<file path="src/rtl/wb_stage_pipelined_if.sv">
// Bundle of signals between the memory stage and the writeback stage.
// The MEM side drives the in_* fields and observes the wb_* results.
// The WB stage consumes in_* and produces the register-file write port.
interface wb_stage_pipelined_if #(
    parameter int DATA_W     = 32,
    parameter int REG_ADDR_W = 5
);
    localparam int LANE_W = $clog2(DATA_W / 8);

    logic                  in_valid;
    logic                  in_reg_write;
    logic [REG_ADDR_W-1:0] in_rd;
    logic [1:0]            in_wb_sel;
    logic [DATA_W-1:0]     in_alu_result;
    logic [DATA_W-1:0]     in_read_data;
    logic [DATA_W-1:0]     in_link_pc;
    logic [1:0]            in_load_size;
    logic                  in_load_unsigned;
    logic [LANE_W-1:0]     in_addr_low;

    logic                  wb_valid;
    logic                  wb_reg_write;
    logic [REG_ADDR_W-1:0] wb_dst;
    logic [DATA_W-1:0]     wb_data;

    modport master (
        output in_valid, in_reg_write, in_rd, in_wb_sel, in_alu_result,
               in_read_data, in_link_pc, in_load_size, in_load_unsigned,
               in_addr_low,
        input  wb_valid, wb_reg_write, wb_dst, wb_data
    );

    modport slave (
        input  in_valid, in_reg_write, in_rd, in_wb_sel, in_alu_result,
               in_read_data, in_link_pc, in_load_size, in_load_unsigned,
               in_addr_low,
        output wb_valid, wb_reg_write, wb_dst, wb_data
    );
endinterface

</file>
<file path="src/rtl/wb_stage_pipelined.sv">
// Writeback stage with its own MEM/WB pipeline register.
// Selects ALU, load or link result, extracts and extends sub-word loads,
// suppresses writes to register 0 and supports stall and flush.
// Optional retire counter enabled by defining WB_RETIRE_CNT_EN.
module wb_stage_pipelined #(
    parameter int DATA_W     = 32,
    parameter int REG_ADDR_W = 5,
    parameter int CNT_W      = 32
) (
    input  logic clock,
    input  logic reset_n,
    input  logic stall,
    input  logic flush,
    wb_stage_pipelined_if.slave bus
`ifdef WB_RETIRE_CNT_EN
    ,
    output logic [CNT_W-1:0] retire_count
`endif
);
    localparam int LANE_W  = $clog2(DATA_W / 8);
    localparam int SHIFT_W = LANE_W + 3;

    logic                  validQ;
    logic                  regWriteQ;
    logic [REG_ADDR_W-1:0] rdQ;
    logic [1:0]            wbSelQ;
    logic [DATA_W-1:0]     aluResultQ;
    logic [DATA_W-1:0]     readDataQ;
    logic [DATA_W-1:0]     linkPcQ;
    logic [1:0]            loadSizeQ;
    logic                  loadUnsignedQ;
    logic [LANE_W-1:0]     addrLowQ;

    logic [SHIFT_W-1:0]    byteShift;
    logic [SHIFT_W-1:0]    halfShift;
    logic [SHIFT_W-1:0]    wordShift;
    logic [7:0]            byteSlice;
    logic [15:0]           halfSlice;
    logic [31:0]           wordSlice;
    logic [DATA_W-1:0]     loadData;
    logic [DATA_W-1:0]     resultData;

    // Pipeline register: flush kills the entry even while stalled, stall freezes everything.
    always_ff @(posedge clock or negedge reset_n) begin
        if (!reset_n) begin
            validQ        <= 1'b0;
            regWriteQ     <= 1'b0;
            rdQ           <= '0;
            wbSelQ        <= '0;
            aluResultQ    <= '0;
            readDataQ     <= '0;
            linkPcQ       <= '0;
            loadSizeQ     <= '0;
            loadUnsignedQ <= 1'b0;
            addrLowQ      <= '0;
        end else if (flush) begin
            validQ        <= 1'b0;
        end else if (!stall) begin
            validQ        <= bus.in_valid;
            regWriteQ     <= bus.in_reg_write;
            rdQ           <= bus.in_rd;
            wbSelQ        <= bus.in_wb_sel;
            aluResultQ    <= bus.in_alu_result;
            readDataQ     <= bus.in_read_data;
            linkPcQ       <= bus.in_link_pc;
            loadSizeQ     <= bus.in_load_size;
            loadUnsignedQ <= bus.in_load_unsigned;
            addrLowQ      <= bus.in_addr_low;
        end
    end

    // Little-endian lane extraction by shifting the lane down to bit 0, then extending.
    always_comb begin
        byteShift = {addrLowQ, 3'b000};
        halfShift = {addrLowQ[LANE_W-1:1], 4'b0000};
        wordShift = '0;
        if (DATA_W == 64) begin
            wordShift = {addrLowQ[LANE_W-1], {(LANE_W + 2){1'b0}}};
        end
        byteSlice = 8'(readDataQ >> byteShift);
        halfSlice = 16'(readDataQ >> halfShift);
        wordSlice = 32'(readDataQ >> wordShift);
        loadData  = readDataQ;
        case (loadSizeQ)
            2'd0: begin
                if (loadUnsignedQ) loadData = DATA_W'(byteSlice);
                else               loadData = DATA_W'($signed(byteSlice));
            end
            2'd1: begin
                if (loadUnsignedQ) loadData = DATA_W'(halfSlice);
                else               loadData = DATA_W'($signed(halfSlice));
            end
            2'd2: begin
                if (loadUnsignedQ) loadData = DATA_W'(wordSlice);
                else               loadData = DATA_W'($signed(wordSlice));
            end
            default: loadData = readDataQ;
        endcase
    end

    // Result select; driven even for invalid entries since the write enable gates it.
    always_comb begin
        resultData = aluResultQ;
        case (wbSelQ)
            2'd1:    resultData = loadData;
            2'd2:    resultData = linkPcQ;
            default: resultData = aluResultQ;
        endcase
    end

    assign bus.wb_valid     = validQ;
    assign bus.wb_dst       = rdQ;
    assign bus.wb_data      = resultData;
    assign bus.wb_reg_write = validQ & regWriteQ & (rdQ != '0) & ~stall;

`ifdef WB_RETIRE_CNT_EN
    logic [CNT_W-1:0] retireCountQ;

    // Count entries leaving the stage; a flush only affects the incoming entry so it is ignored here.
    always_ff @(posedge clock or negedge reset_n) begin
        if (!reset_n) begin
            retireCountQ <= '0;
        end else if (validQ && !stall) begin
            retireCountQ <= retireCountQ + CNT_W'(1);
        end
    end

    assign retire_count = retireCountQ;
`endif
endmodule

</file>
<file path="src/flat_wrapper.sv">
// flat-port wrapper written by rule: the top's interface ports become plain ports
module wb_stage_pipelined_flat 
#(
    parameter int DATA_W     = 32,
    parameter int REG_ADDR_W = 5,
    parameter int CNT_W      = 32
)
  (clock, reset_n, stall, flush, bus_in_valid, bus_in_reg_write, bus_in_rd, bus_in_wb_sel, bus_in_alu_result, bus_in_read_data, bus_in_link_pc, bus_in_load_size, bus_in_load_unsigned, bus_in_addr_low, bus_wb_valid, bus_wb_reg_write, bus_wb_dst, bus_wb_data);
  wb_stage_pipelined_if #(.DATA_W(DATA_W), .REG_ADDR_W(REG_ADDR_W)) bus_i ();
  input  logic clock;
  input  logic reset_n;
  input  logic stall;
  input  logic flush;
  input wire logic [$bits(bus_i.in_valid)-1:0] bus_in_valid;
  input wire logic [$bits(bus_i.in_reg_write)-1:0] bus_in_reg_write;
  input wire logic [$bits(bus_i.in_rd)-1:0] bus_in_rd;
  input wire logic [$bits(bus_i.in_wb_sel)-1:0] bus_in_wb_sel;
  input wire logic [$bits(bus_i.in_alu_result)-1:0] bus_in_alu_result;
  input wire logic [$bits(bus_i.in_read_data)-1:0] bus_in_read_data;
  input wire logic [$bits(bus_i.in_link_pc)-1:0] bus_in_link_pc;
  input wire logic [$bits(bus_i.in_load_size)-1:0] bus_in_load_size;
  input wire logic [$bits(bus_i.in_load_unsigned)-1:0] bus_in_load_unsigned;
  input wire logic [$bits(bus_i.in_addr_low)-1:0] bus_in_addr_low;
  output wire logic [$bits(bus_i.wb_valid)-1:0] bus_wb_valid;
  output wire logic [$bits(bus_i.wb_reg_write)-1:0] bus_wb_reg_write;
  output wire logic [$bits(bus_i.wb_dst)-1:0] bus_wb_dst;
  output wire logic [$bits(bus_i.wb_data)-1:0] bus_wb_data;
  assign bus_i.in_valid = bus_in_valid;
  assign bus_i.in_reg_write = bus_in_reg_write;
  assign bus_i.in_rd = bus_in_rd;
  assign bus_i.in_wb_sel = bus_in_wb_sel;
  assign bus_i.in_alu_result = bus_in_alu_result;
  assign bus_i.in_read_data = bus_in_read_data;
  assign bus_i.in_link_pc = bus_in_link_pc;
  assign bus_i.in_load_size = bus_in_load_size;
  assign bus_i.in_load_unsigned = bus_in_load_unsigned;
  assign bus_i.in_addr_low = bus_in_addr_low;
  assign bus_wb_valid = bus_i.wb_valid;
  assign bus_wb_reg_write = bus_i.wb_reg_write;
  assign bus_wb_dst = bus_i.wb_dst;
  assign bus_wb_data = bus_i.wb_data;
  wb_stage_pipelined #(.DATA_W(DATA_W), .REG_ADDR_W(REG_ADDR_W), .CNT_W(CNT_W)) u_core (.clock(clock), .reset_n(reset_n), .stall(stall), .flush(flush), .bus(bus_i));
endmodule
</file>
<file path="config.mk">
export PLATFORM = sky130hd
export DESIGN_NAME = wb_stage_pipelined_flat
export DESIGN_NICKNAME = d
export VERILOG_FILES = /design/src/rtl/wb_stage_pipelined_if.sv /design/src/rtl/wb_stage_pipelined.sv /design/src/flat_wrapper.sv
export SDC_FILE = /design/constraint.sdc
export NUM_CORES = 1
export LEC_CHECK = 0
export ABC_AREA = 1
export ABC_CLOCK_PERIOD_IN_PS = 4600
export CAP_MARGIN = 0
export CORE_MARGIN = 5
export CORE_UTILIZATION = 52
export CTS_CLUSTER_DIAMETER = 30
export CTS_CLUSTER_SIZE = 20
export DETAILED_ROUTE_END_ITERATION = 6
export PLACE_DENSITY = 0.87
export SLEW_MARGIN = 40
export SYNTH_ARGS = -nofsm -noshare
export SYNTH_HDL_FRONTEND = slang
export SYNTH_SLANG_ARGS = --single-unit
</file>
<file path="constraint.sdc">
create_clock -name clock -period 4.6 [get_ports clock]
set_clock_uncertainty 0.2 [all_clocks]
set_input_delay 0.46 -clock clock [delete_from_list [all_inputs] [get_ports clock]]
set_output_delay 0.46 -clock clock [all_outputs]
set_load 0.1 [all_outputs]
</file>
# ---- Yosys cells after proc, flatten, opt, wreduce, memory -nomap -nowiden
# Cells that the tools add are included.
# Widths: inputs -> output; s select.
dict set report op_classes {
  eq_ne 4
  shifts 2
  mux 6
  bitwise_logic 5
  n_reduce_logical 3
}
# operator count
set ops {}
lappend ops {{$pmux 32 s2} 2}
lappend ops {{$mux 32} 2}
lappend ops {{$shr 32x5->16} 1}
lappend ops {{$shr 32x5->8} 1}
lappend ops {{$reduce_bool 5->1} 1}
lappend ops {{$eq 2x1->1 const B} 2}
lappend ops {{$and 1x1->1} 3}
lappend ops {{$eq 2x2->1 const B} 1}
lappend ops {{$logic_not 2->1} 1}
lappend ops {{$mux 1} 2}
lappend ops {{$ne 2x1->1 const B} 1}
lappend ops {{$not 1->1} 2}
lappend ops {{$reduce_and 2->1} 1}
dict set report totals {
  reg_bits 110
  elab_cells 30
}

# ---- Logic depth before layout (Yosys ltp)
dict set report logic_depth {
  depth_word 4
  mapped_depth 11
  depth_no_buf 9
}

# ---- Least setup slack after synthesis
# OpenSTA, ideal clock, no wires.
dict set report synth_path {
  path_kind {register to output}
  from {register u_core.wbSelQ[0]}
  to {output bus_wb_data[7]}
  arrival_ps 2710
  required_ps 3940
  path_slack_ps 1230
  stages_incl_launch_ff 6
  path_buffers 2
  cell_sequence {dfrtp_1 -> inv_1 -> ha_1 -> clkbuf_1 -> dlygate4sd1_1 -> a22oi_1}
}
dict set report synth_between {
  elab_chain_len 2
  word_cells_on_any_way 3
}
# item line
set synth_rtl {}
lappend synth_rtl {{from (decl)} wb_stage_pipelined.sv:26} ;# logic [1:0] wbSelQ;
lappend synth_rtl {{from (signal assigned)} wb_stage_pipelined.sv:62} ;# wbSelQ <= bus.in_wb_sel;
lappend synth_rtl {{$eq 2x2->1 or $eq 2x1->1 (tied branches)} wb_stage_pipelined.sv:104} ;# case (wbSelQ)
lappend synth_rtl {{$pmux 32 s2 (*)} wb_stage_pipelined.sv:104}
lappend synth_rtl {{to (decl)} flat_wrapper.sv:27} ;# output wire logic [$bits(bus_i.wb_data)-1:0] bus_wb_data;
# Every way passes the cells marked *; elsewhere a longest branch is shown, timed or not.

# ---- Worst setup path in the final report
dict set report layout_path {
  from {register u_core.wbSelQ[0]}
  to {output bus_wb_data[30]}
}
# The elaborated chain is that of the path after synthesis.

==> metrics.txt <==
# TYPE chip_impl_metric gauge
chip_impl_info{name="run_status",value="finished clean"} 1
chip_impl_metric{name="holdPathStages",unit=""} 1
chip_impl_metric{name="gp_congestion",unit=""} 0.898
chip_impl_metric{name="muxShareOfSynthArea",unit=""} 0.138
chip_impl_metric{name="grt_antenna_before_repair",unit=""} 0
chip_impl_metric{name="data_required_time_of_the_worst_path",unit="ns"} 3.94
chip_impl_metric{name="ff2ff_path_depth",unit=""} 2
chip_impl_metric{name="synth_edf_count",unit=""} 0
chip_impl_metric{name="power.density",unit="nW/um^2"} 472
chip_impl_metric{name="timing.critical_path.fanout_max",unit=""} 31
chip_impl_metric{name="finalHoldViolCount",unit=""} 0
chip_impl_metric{name="maximum_resistive_drop_on_vdd",unit="V"} 0.000438
chip_impl_info{name="worstReg2RegEnd",value="u_core.addrLowQ[1]"} 1
chip_impl_metric{name="core_area",unit="um^2"} 10300
chip_impl_info{name="synth_ff_type",value="dfrtp_1"} 1
chip_impl_metric{name="maxClockFrequency",unit="GHz"} 0.292
chip_impl_metric{name="total_power",unit="mW"} 3.33
chip_impl_metric{name="worst_skew_pair_latency",unit="ns"} 0.39
chip_impl_metric{name="postSynthRegisterBits",unit=""} 110
chip_impl_metric{name="setup_viol",unit=""} 0
chip_impl_info{name="crit_path_end_kind",value="output port"} 1
chip_impl_metric{name="numPortBuffers",unit=""} 152
chip_impl_metric{name="drt-total-wl",unit="um"} 15100
chip_impl_metric{name="cts_sinks",unit=""} 110
chip_impl_metric{name="cts-buffers-inserted",unit=""} 9
chip_impl_metric{name="vias",unit=""} 4652
chip_impl_metric{name="initial_utilization",unit=""} 0.533
chip_impl_info{name="hold_end",value="u_core.aluResultQ[1]"} 1
chip_impl_metric{name="cap_violations",unit=""} 0
chip_impl_metric{name="period_minus_slack",unit="ns"} 3.42
chip_impl_metric{name="leakagePower",unit="nW"} 3.09
chip_impl_metric{name="synthDistinctLibCells",unit=""} 27
chip_impl_metric{name="die-width",unit="um"} 113
chip_impl_metric{name="detail_route.wl_per_cell",unit="um"} 17.5
chip_impl_metric{name="num-fill-cells",unit=""} 817
chip_impl_metric{name="cts.path.max_buffers",unit=""} 2
chip_impl_info{name="rsz0062_at_grt",value="false"} 1
chip_impl_info{name="hp-class",value="flip-flop to flip-flop"} 1
chip_impl_info{name="clock_tree.root_cell",value="clkbuf_8"} 1
chip_impl_info{name="cp-start-kind",value="flip-flop"} 1
chip_impl_metric{name="mappedNetlistArea",unit="um^2"} 5480
chip_impl_metric{name="drtIter0Drc",unit=""} 360
chip_impl_metric{name="insertedDiodeCount",unit=""} 0
chip_impl_metric{name="cts.htree.levels",unit=""} 3
chip_impl_metric{name="die_area",unit="um^2"} 12700
chip_impl_metric{name="fin_nets",unit=""} 837
chip_impl_metric{name="first_global_vias",unit=""} 4703
chip_impl_metric{name="slowest_delay",unit="ns"} 0.50
chip_impl_metric{name="worst_slew_pin_tran",unit="ns"} 0.730
chip_impl_metric{name="postCtsSetupRepairBufs",unit=""} 0
chip_impl_metric{name="post_place_worst_slack",unit="ns"} 1.63
chip_impl_metric{name="detail_route.vias_per_cell",unit=""} 5.40
chip_impl_metric{name="synth_compound_gate_area_share",unit=""} 0.144
chip_impl_metric{name="synth_xor_area_frac",unit=""} 0
chip_impl_metric{name="grt_usage",unit=""} 0.243
chip_impl_metric{name="synthAdderAreaFrac",unit=""} 0.00457
chip_impl_metric{name="finish.instance_area",unit="um^2"} 7060
chip_impl_metric{name="post_synthesis_async_set_or_reset_flop_share",unit=""} 1.00
chip_impl_metric{name="drive_above_1_share",unit=""} 0.201
chip_impl_metric{name="yosys.area_share.simple",unit=""} 0.137
chip_impl_metric{name="top_level_ports",unit=""} 153
chip_impl_metric{name="drcViolationCount",unit=""} 0
chip_impl_metric{name="areaGrowthSynthToFinish",unit="%"} 28.9
chip_impl_metric{name="core.rowCount",unit=""} 37
chip_impl_info{name="critical_path.slowest_cell",value="ha_1"} 1
chip_impl_metric{name="number_of_cells_upsized_or_downsized_after_cts",unit=""} 0
chip_impl_info{name="synth_top_family_by_area",value="compound AO/OA/AOI/OAI gates"} 1
chip_impl_metric{name="synth_sequential_area_ratio",unit=""} 0.503
chip_impl_info{name="path_cells",value="inv_1 > ha_1 > buf_4 > inv_2 > nor2_1 > a21oi_1 > buf_4"} 1
chip_impl_metric{name="length_of_the_first_detailed_routing_pass_in_iterations",unit=""} 5
chip_impl_metric{name="grt_start_max_net_pins",unit=""} 152
chip_impl_metric{name="die_y",unit="um"} 113
chip_impl_metric{name="placedInstanceArea",unit="um^2"} 6880
chip_impl_metric{name="postSynthNetCount",unit=""} 706
chip_impl_metric{name="clkSlewWorstSetupHoldPaths",unit="ns"} 0.09
chip_impl_info{name="worstHoldStart",value="u_core.aluResultQ[1]"} 1
chip_impl_info{name="crit_path_category",value="flip-flop to output port"} 1
chip_impl_metric{name="finalSetupTns",unit="ns"} 0
chip_impl_info{name="cts_tree",value="done"} 1
chip_impl_metric{name="fin_ws",unit="ns"} 1.18
chip_impl_metric{name="final_antenna_net_count",unit=""} 0
chip_impl_metric{name="timing_max_transition_violations_final",unit=""} 0
chip_impl_metric{name="fin_crit_sh",unit=""} 0.744
chip_impl_metric{name="dp.final_hpwl",unit="um"} 11300
chip_impl_metric{name="yosys_warnings",unit=""} 0
chip_impl_metric{name="layout_utilization",unit=""} 0.687
chip_impl_metric{name="netlist_instances",unit=""} 590
chip_impl_metric{name="worst-endpoint-arrival",unit="ns"} 2.76
chip_impl_metric{name="gr-total-overflow",unit=""} 0
chip_impl_metric{name="grt_first_pass_wirelength",unit="um"} 24400
chip_impl_info{name="critical_path.most_common_cell",value="buf_4"} 1
chip_impl_metric{name="syn_area_per_cell",unit="um^2"} 9.28
chip_impl_metric{name="rrSetupSlack",unit="ns"} 3.17
chip_impl_metric{name="max-slew-margin-rel",unit=""} 0.514
chip_impl_info{name="r2r_start",value="u_core.addrLowQ[1]"} 1
-- cell families after synthesis --
logic type	Yosys count
DFF	110
muxes	67
adders and majority gates	2
buffers and inverters	84
AOI/OAI and AO/OA	147
and+or+nand+nor	180
-- registers in the layout, indices dropped and copies added (netlist names), 2 cells and up --
signal,flops
u_core.wbSelQ,2
u_core.addrLowQ,2
u_core.loadSizeQ,2
u_core.aluResultQ,32
u_core.readDataQ,32
u_core.linkPcQ,32
u_core.bus.wb_dst,5
-- synth_stat cells, types with 4 or more instances --
master	instances	area [um^2]
o22ai_1	7	43.8
mux2_2	67	754
a21oi_2	10	87.6
inv_1	44	165
o21ai_0	50	250
dlygate4sd1_1	4	35.0
nor2_1	35	131
clkbuf_1	14	52.6
dfrtp_1	110	2750
nand3_1	17	85.1
buf_2	15	75.1
a21oi_1	77	385
nand2_1	120	450
-- layer usage --
| layer | global-route usage | vias to the layer above | routed length [um] |
|---|---|---|---|
| li1 | - | 2211 | - |
| met1 | 0.321 | 2242 | 6320 |
| met2 | 0.387 | 180 | 7270 |
| met3 | 0.0744 | 19 | 1240 |
| met4 | 0.0721 | 0 | 273 |
| met5 | 0 | - | 0 |
-- power by group --
part           total, mW  internal, mW  switching (mW)
combinational       1.62         0.426            1.19
clock              0.526         0.212           0.314
sequential          1.19          1.10          0.0900
total               3.33          1.74            1.60
-- critical path: cells and delay by family, from the launching register on --
kind / cells / cell delay, ns
simple gates: 1 / 0.09
fa+ha+maj: 1 / 0.50
compound gates: 1 / 0.22
buf+inv: 4 / 1.18
flops: 1 / 0.38
-- through the flow --
step,hold WS [ns],cells
floorplan,-0.0356,590
global placement,0.291,845
detailed placement,0.297,845
CTS,0.318,862
global route,0.336,862
finish,0.318,862
-- cell usage in the layout (no fill, tap or decap), types with 2 or more instances in the layout --
cell type / count
dfrtp_1: 110
mux2_2: 67
inv_2: 2
ha_1: 2
clkdlybuf4s50_1: 112
clkinvlp_4: 2
buf_4: 35
clkbuf_1: 3
o21ai_0: 50
nand2_4: 2
nand2_1: 120
clkbuf_8: 10
inv_1: 43
nand2_2: 3
nand3_1: 17
nor2_1: 34
a21oi_2: 10
o22ai_1: 7
a21oi_1: 77
buf_2: 8
-- area by class of cell --
class                           instances  area (um^2)  area share
Timing Repair Buffer                  158         1470       0.207
Tap cell                              136          170      0.0241
Sequential cell                       110         2750       0.390
Multi-Input combinational cell        396         2330       0.330
Clock inverter                          3         20.0     0.00283
Inverter                               46          178      0.0252
Clock buffer                           13          149      0.0211
-- worst max path at each step --
stage / to / slack, ns / start
2_1_floorplan: bus_wb_data[7] / 1.23 / u_core.wbSelQ[0]
3_3_place_gp: bus_wb_data[10] / 1.39 / u_core.wbSelQ[0]
3_5_place_dp: bus_wb_data[30] / 1.63 / u_core.wbSelQ[0]
4_1_cts: bus_wb_data[30] / 1.15 / u_core.wbSelQ[0]
5_1_grt: bus_wb_data[30] / 1.0 / u_core.wbSelQ[0]
6_report: bus_wb_data[30] / 1.18 / u_core.wbSelQ[0]
-- what timing repair did --
item / in CTS / in global routing
hold buffers: 1 / 0
endpoints found under the hold margin: 81 / 0
setup endpoints to repair: 0 / 0
No activity file was read; power rests on OpenSTA's default activity.
